--- src/rtl/draw_tank_sprite.sv ---
// draw_tank_sprite: sprite-overlay stage of the VGA pixel pipeline.
// Generates the tank ROM address {row, col} for pixels inside the sprite
// footprint, overlays the returned ROM pixel with colour-key transparency and
// delays timing/counter signals so every output lags its input by 3 clocks.
// Optional feature macro: TANK_ROTATE_EN (enables the dir-driven rotation).
module draw_tank_sprite #(
    parameter int          SPRITE_W = 48,
    parameter int          SPRITE_H = 64,
    parameter logic [11:0] KEY_RGB  = 12'hF0F
) (
    input  logic        clk,
    input  logic        rst,
    input  logic [10:0] hcount_in,
    input  logic [10:0] vcount_in,
    input  logic        hsync_in,
    input  logic        vsync_in,
    input  logic        hblnk_in,
    input  logic        vblnk_in,
    input  logic [11:0] rgb_in,
    input  logic [11:0] xpos,
    input  logic [11:0] ypos,
    input  logic [1:0]  dir,
    input  logic [11:0] rgb_pixel,
    output logic [11:0] pixel_addr,
    output logic [10:0] hcount_out,
    output logic [10:0] vcount_out,
    output logic        hsync_out,
    output logic        vsync_out,
    output logic        hblnk_out,
    output logic        vblnk_out,
    output logic [11:0] rgb_out
);
    localparam logic [12:0] W13  = 13'(SPRITE_W);
    localparam logic [12:0] H13  = 13'(SPRITE_H);
    localparam logic [5:0]  W_M1 = 6'(SPRITE_W - 1);
    localparam logic [5:0]  H_M1 = 6'(SPRITE_H - 1);

    // Frame-latched placement
    logic        r_vblnk_prev;
    logic [11:0] r_xpos;
    logic [11:0] r_ypos;
`ifdef TANK_ROTATE_EN
    logic [1:0]  r_dir;
`else
    // dir is intentionally ignored in this build
    logic        w_unused_dir;
    assign w_unused_dir = ^dir;
`endif

    // Capture placement only on the vblank rising edge so a frame never tears.
    always_ff @(posedge clk) begin
        if (rst) begin
            r_vblnk_prev <= 1'b0;
            r_xpos       <= '0;
            r_ypos       <= '0;
`ifdef TANK_ROTATE_EN
            r_dir        <= '0;
`endif
        end else begin
            r_vblnk_prev <= vblnk_in;
            if (vblnk_in && !r_vblnk_prev) begin
                r_xpos <= xpos;
                r_ypos <= ypos;
`ifdef TANK_ROTATE_EN
                r_dir  <= dir;
`endif
            end
        end
    end

    // Footprint test in 13 bits so a sprite near 4095 cannot wrap around.
    logic [12:0] w_h13, w_v13, w_x13, w_y13;
    logic [12:0] w_fw, w_fh;
    logic        w_in_sprite;
    // Only the low 6 bits of the offsets are ever needed for the address.
    logic [5:0]  w_rx, w_ry;
    logic [5:0]  w_col, w_row;
    logic [11:0] w_addr;

    assign w_h13 = {2'b00, hcount_in};
    assign w_v13 = {2'b00, vcount_in};
    assign w_x13 = {1'b0, r_xpos};
    assign w_y13 = {1'b0, r_ypos};
    assign w_rx  = hcount_in[5:0] - r_xpos[5:0];
    assign w_ry  = vcount_in[5:0] - r_ypos[5:0];

    // Footprint size and screen-to-ROM coordinate mapping for the heading.
    always_comb begin
        w_fw  = W13;
        w_fh  = H13;
        w_col = w_rx;
        w_row = w_ry;
`ifdef TANK_ROTATE_EN
        if (r_dir[0]) begin
            w_fw = H13;
            w_fh = W13;
        end
        case (r_dir)
            2'd1: begin
                w_col = w_ry;
                w_row = H_M1 - w_rx;
            end
            2'd2: begin
                w_col = W_M1 - w_rx;
                w_row = H_M1 - w_ry;
            end
            2'd3: begin
                w_col = W_M1 - w_ry;
                w_row = w_rx;
            end
            default: begin
                w_col = w_rx;
                w_row = w_ry;
            end
        endcase
`endif
    end

    assign w_in_sprite = (w_h13 >= w_x13) && (w_h13 < w_x13 + w_fw) &&
                         (w_v13 >= w_y13) && (w_v13 < w_y13 + w_fh);
    assign w_addr = w_in_sprite ? {w_row, w_col} : 12'h000;

    // Delay-stage registers (E1, E2)
    logic        r_in_sprite_d1, r_in_sprite_d2;
    logic [10:0] r_hcount_d1, r_hcount_d2;
    logic [10:0] r_vcount_d1, r_vcount_d2;
    logic        r_hsync_d1, r_hsync_d2;
    logic        r_vsync_d1, r_vsync_d2;
    logic        r_hblnk_d1, r_hblnk_d2;
    logic        r_vblnk_d1, r_vblnk_d2;
    logic [11:0] r_rgb_d1, r_rgb_d2;

    // Three-stage pipeline: address issue, ROM wait, composite.
    always_ff @(posedge clk) begin
        if (rst) begin
            pixel_addr     <= '0;
            r_in_sprite_d1 <= 1'b0;
            r_hcount_d1    <= '0;
            r_vcount_d1    <= '0;
            r_hsync_d1     <= 1'b0;
            r_vsync_d1     <= 1'b0;
            r_hblnk_d1     <= 1'b0;
            r_vblnk_d1     <= 1'b0;
            r_rgb_d1       <= '0;
            r_in_sprite_d2 <= 1'b0;
            r_hcount_d2    <= '0;
            r_vcount_d2    <= '0;
            r_hsync_d2     <= 1'b0;
            r_vsync_d2     <= 1'b0;
            r_hblnk_d2     <= 1'b0;
            r_vblnk_d2     <= 1'b0;
            r_rgb_d2       <= '0;
            hcount_out     <= '0;
            vcount_out     <= '0;
            hsync_out      <= 1'b0;
            vsync_out      <= 1'b0;
            hblnk_out      <= 1'b0;
            vblnk_out      <= 1'b0;
            rgb_out        <= '0;
        end else begin
            // E1
            pixel_addr     <= w_addr;
            r_in_sprite_d1 <= w_in_sprite;
            r_hcount_d1    <= hcount_in;
            r_vcount_d1    <= vcount_in;
            r_hsync_d1     <= hsync_in;
            r_vsync_d1     <= vsync_in;
            r_hblnk_d1     <= hblnk_in;
            r_vblnk_d1     <= vblnk_in;
            r_rgb_d1       <= rgb_in;
            // E2: the ROM is reading pixel_addr during this stage
            r_in_sprite_d2 <= r_in_sprite_d1;
            r_hcount_d2    <= r_hcount_d1;
            r_vcount_d2    <= r_vcount_d1;
            r_hsync_d2     <= r_hsync_d1;
            r_vsync_d2     <= r_vsync_d1;
            r_hblnk_d2     <= r_hblnk_d1;
            r_vblnk_d2     <= r_vblnk_d1;
            r_rgb_d2       <= r_rgb_d1;
            // E3: blanking overrides everything, then opaque sprite pixels
            hcount_out     <= r_hcount_d2;
            vcount_out     <= r_vcount_d2;
            hsync_out      <= r_hsync_d2;
            vsync_out      <= r_vsync_d2;
            hblnk_out      <= r_hblnk_d2;
            vblnk_out      <= r_vblnk_d2;
            if (r_hblnk_d2 || r_vblnk_d2)
                rgb_out <= 12'h000;
            else if (r_in_sprite_d2 && (rgb_pixel != KEY_RGB))
                rgb_out <= rgb_pixel;
            else
                rgb_out <= r_rgb_d2;
        end
    end
endmodule

--- config.mk ---
export PLATFORM = sky130hd
export DESIGN_NAME = draw_tank_sprite
export DESIGN_NICKNAME = d
export VERILOG_FILES = /design/src/rtl/draw_tank_sprite.sv
export SDC_FILE = /design/constraint.sdc
export NUM_CORES = 1
export LEC_CHECK = 0
export CORE_MARGIN = 2
export CORE_UTILIZATION = 40
export DETAILED_ROUTE_END_ITERATION = 16
export PLACE_DENSITY = 0.75
export SYNTH_ARGS = -nofsm -noshare
export SYNTH_HDL_FRONTEND = slang
export SYNTH_SLANG_ARGS = --single-unit
--- constraint.sdc ---
create_clock -name clk -period 6.7 [get_ports clk]
set_input_delay 1.34 -clock clk [delete_from_list [all_inputs] [get_ports clk]]
set_output_delay 1.34 -clock clk [all_outputs]
set_load 0.005 [all_outputs]
Word level (Yosys, flattened, before mapping)
Cells that the tools add are included.
Operators by class
  $add $sub $neg: 4
  multipliers: 0
  div/mod/pow operators: 0
  magnitude comparators: 4
  equal/unequal tests: 1
  shifts and indexed selects: 0
  muxes and demuxes: 1
  bitwise gates (word level): 1
  reductions and logical operators: 9
Operator list (count)
  11-bit by 13-bit less-than comparator with 1-bit output: 2
  11-bit by 12-bit greater-or-equal comparator with 1-bit output: 2
  12-bit by 6-bit adder with 13-bit output (second input constant): 1
  12-bit by 7-bit adder with 13-bit output (second input constant): 1
  12-bit two-way mux: 1
  12-bit inequality test (second input constant): 1
  6-bit subtractor: 2
  1-bit logical AND: 5
  2-bit OR reduction: 2
  1-bit zero test: 1
  1-bit logical OR: 1
  1-bit inverter: 1
Word-level totals
  register bits: 152
  bits in latches: 0
  RAM bits: 0
  bits in read-only memories: 0
  input bits: 78
  output and inout bits: 50
  logic and storage cells: 46
  memories kept: 0

Logic depth before layout (Yosys ltp)
  depth after elaboration: 7
  depth in mapped cells: 12

Least setup slack after synthesis
No wires, ideal clock.
  path type: input -> register
  start: input port hcount_in[0]
  end: register pixel_addr[2]
  setup time: 0.088 ns
  arrival: 3.086 ns
  data required time: 6.612 ns
  path slack: 3.526 ns
  stages: 10
  buffers on the path: 1
  path through: inv_1 ha_1 fa_1 and2b_1 o22ai_1 a211o_1 o221ai_1 nand2_2 buf_6 nor4_4
On the way
  longest elaborated chain between the ends: 6
  elaborated cells between the ends (all ways): 8
RTL lines
  from (decl): RTL line 13  | input logic [10:0] hcount_in,
  11-bit by 13-bit less-than comparator with 1-bit output / 11-bit by 12-bit greater-or-equal comparator with 1-bit output (equally long branches): RTL line 119  | assign w_in_sprite = (w_h13 >= w_x13) && (w_h13 < w_x13 + w_fw) &&
  1-bit logical AND (2 in series): RTL line 119
  1-bit logical AND: RTL line 120  | (w_v13 >= w_y13) && (w_v13 < w_y13 + w_fh);
  1-bit inverter (no line)
  2-bit OR reduction (no line)
  to (signal assigned): RTL line 162  | pixel_addr <= w_addr;
  to (decl): RTL line 24  | output logic [11:0] pixel_addr,
Several ways; a longest one is shown, not always the timed one.
A chain may end at the register's enable or synchronous reset.

Worst setup path in the final report
  start: input port hcount_in[0]
  end: register pixel_addr[9]
On the way
  longest elaborated chain between the ends: 6
  elaborated cells between the ends (all ways): 7
RTL lines (RTL line)
  11-bit by 13-bit less-than comparator with 1-bit output / 11-bit by 12-bit greater-or-equal comparator with 1-bit output (equally long branches): 119
  1-bit logical AND (*) (2 in series): 119
  1-bit logical AND (*): 120
  1-bit inverter (no line) (*)
  2-bit OR reduction (no line) (*)
Every way passes the cells marked *; elsewhere a longest branch is shown, timed or not.

==> metrics <==
antenna violations before repair 0; vias between 3000 and 4000; total DRC errors in the routed layout 0; clk buf depth 2; DR WL/cell between 10 and 15 um; H-tree depth 4; Post-synth top flop dfxtp_1; worst min path class reg2reg; Via density 4.62; worst-path fanout max 13; Setup Viol. Count Final 0; Port Buffers 125; global routing's busiest layer met2; Pwr Total 2.09 mW; Min Hold Slack 0.428 ns; Post-CTS Setup Bufs 0; max-slew violations 0; final core occ 0.551; chip width about 120 um; Avg Cell Area, Syn around 10 um2; Post-synth ARST share 0; post-synthesis mux area share 0.0177; Die H 123 um; total negative slack 0 ns; cell breakdown of the critical path clkdlybuf4s50_1 -> inv_1 -> ha_1 -> fa_1 -> and2b_1 -> o22ai_1 -> a211o_1 -> o221ai_1 -> nand2_2 -> a2111oi_2; Synth Area in Simple Gates 0.215; vias in the first global route between 3000 and 4000; pin count of the biggest net entering global routing 98; FMAX approximately 270 MHz; met3 GRT Util 0.0483; final WL ~11 mm; top-count cell post-synth dfxtp_1; Synth Area in Compound Gates 0.0866; grt met2 use 0.269; die area between 0.015 and 0.02 mm2; GRT Resource Usage Total 0.157; worst skew pair latency 0.42 ns; Leakage 2.98 nW; PostCTS Resize Cnt 0; critical path's slowest cell clkdlybuf4s50_1; row cnt between 40 and 50; CTS sink cnt 152; CTS root buf clkbuf_16; Crit path max-delay family compound AO/OA/AOI/OAI gates; CTS tree done; crit start category primary input; Hold-fix buffers, CTS 0; Max-Cap Viols 0; top cells by count, synth 152 x dfxtp_1, 105 x nor2b_1, 57 x nand2_1, 36 x ha_1, 31 x a21oi_1; Iter 0 DRT Violations approximately 180; Synth Warn # 0; P&R area growth vs syn 34.8%; post-synthesis net count around 670; ant diodes 0; CP endpoint kind flip-flop; RSZ-0062 raised after global routing false; Initial DRT Pass Iterations 4; starting density of the core 0.408; adder-cell share of the synthesized area 0.0868; WS Path Type in2reg; core area between 0.01 and 0.015 mm2; crit path DAT 3.97 ns; grt ovf 0; Max VDD drop about 0.17 mV; cell taking the most area after synthesis dfxtp_1; synth unique cells 49; cts bufs inserted 17; CTS clk-pin slew, worst paths 0.06 ns; Worst Skew approximately 0.0083 ns; status finished, final reports clean; CP Data Required Time 7.01 ns; Syn Std Cell Area 0.00565 mm2; Gate Count Post-Synth around 550; largest family of logic cells by synthesized area simple AND/OR/NAND/NOR gates; Worst-Margin Slew about 1.2 ns; boundary pin count about 130; Slew HR 0.218; Fin. Hold Viols 0; fin crit period 3.65 ns; grt met1 use 0.182; slowest cell delay on critical path between 0.4 and 0.5 ns; Non-Filler Instances a little under 900; Antenna Violating Nets Remaining 0; Inst Count DP approximately 830; leading post-synthesis cells by cell area dfxtp_1 54%, nor2b_1 12%, ha_1 8.0%; share of cells above drive strength 1 0.0773; final worst path period share 0.545; global-route wire length before repair about 18 mm; FF+latch count, synth ~150; pwr/cell area about 270 mW/mm2; buffers and inverters on the worst path 2; Final Wtd Congestion about 0.8; post-DP HPWL between 8 and 9 mm; XOR/XNOR Fraction of Synth Area 0.0186; sequential cell area fraction in the yosys report 0.539; post-synth top area share 0.539; Post-synth EDFFs 0; Final #Nets 789
## layer usage
metal,vias to the layer above,part of all wire
li1,2062,-
met5,-,0
met2,109,0.49
met4,0,0.012
met3,9,0.063
met1,1817,0.43
## per-stage QoR
stage	setup WS, ns	cell area [um2]
after floorplan	3.53	5650
after global placement	2.67	7040
after detailed placement	2.59	7040
after CTS	3.04	7610
after global routing	2.88	7610
final	3.05	7610
## path summary, 6_finish.rpt
path | start | end | slack [ns] | depth (start not counted)
max reg2reg | r_xpos[4]$_SDFFE_PP0P_ | pixel_addr[9]$_SDFF_PP0_ | 3.94 | 11
max | hcount_in[0] | pixel_addr[9]$_SDFF_PP0_ | 3.05 | 10
min reg2reg | r_hcount_d2[5]$_SDFF_PP0_ | hcount_out[5]$_SDFF_PP0_ | 0.43 | 1
min | r_hcount_d2[5]$_SDFF_PP0_ | hcount_out[5]$_SDFF_PP0_ | 0.43 | 1
## cells by family after synthesis
logic type	Yosys count
buffers and inverters	50
flip-flops	152
AO/OA/AOI/OAI	72
AND/OR/NAND/NOR	217
XOR/XNOR	12
multiplexers	10
adder cells (fa/ha/maj)	38
## state kept, by name, indices dropped and copies added (netlist names), 11 cells and up
signal / flops
pixel_addr: 12
r_hcount_d2: 11
r_hcount_d1: 11
rgb_out: 12
r_rgb_d2: 12
vcount_out: 11
r_xpos: 12
r_vcount_d1: 11
r_vcount_d2: 11
r_ypos: 12
hcount_out: 11
r_rgb_d1: 12
## power breakdown
part           switching [mW]  total (mW)  internal (mW)  leakage (nW)
clock                   0.382       0.911          0.529         0.281
combinational           0.107       0.223          0.117          1.45
sequential             0.0141       0.956          0.942          1.25
## cell type report
type | instances | area (um2)
Fill cell | 1184 | 6210
Sequential cell | 152 | 3040
Multi-Input combinational cell | 349 | 2410
Timing Repair Buffer | 127 | 1260
Clock buffer | 18 | 439
Tap cell | 180 | 225
Clock inverter | 14 | 139
Inverter | 26 | 97.6
## placed cells by master (no fill, tap or decap), types with 3 or more instances in the layout
cell type and n:
a211oi_1 3, a21o_1 6, a21oi_1 31, buf_4 3, clkbuf_16 17, clkdlybuf4s50_1 124, clkinv_4 4, dfxtp_1 152
ha_1 36, inv_1 26, inv_6 3, mux2i_1 10, nand2_1 57, nand3_1 3, nand4_1 4, nand4b_1 3
nor2_1 22, nor2b_1 105, nor3_1 4, nor3_2 7, o21a_1 5, o21ai_0 7, xnor2_1 10
Note: power is estimated with default switching activity, not from simulation.
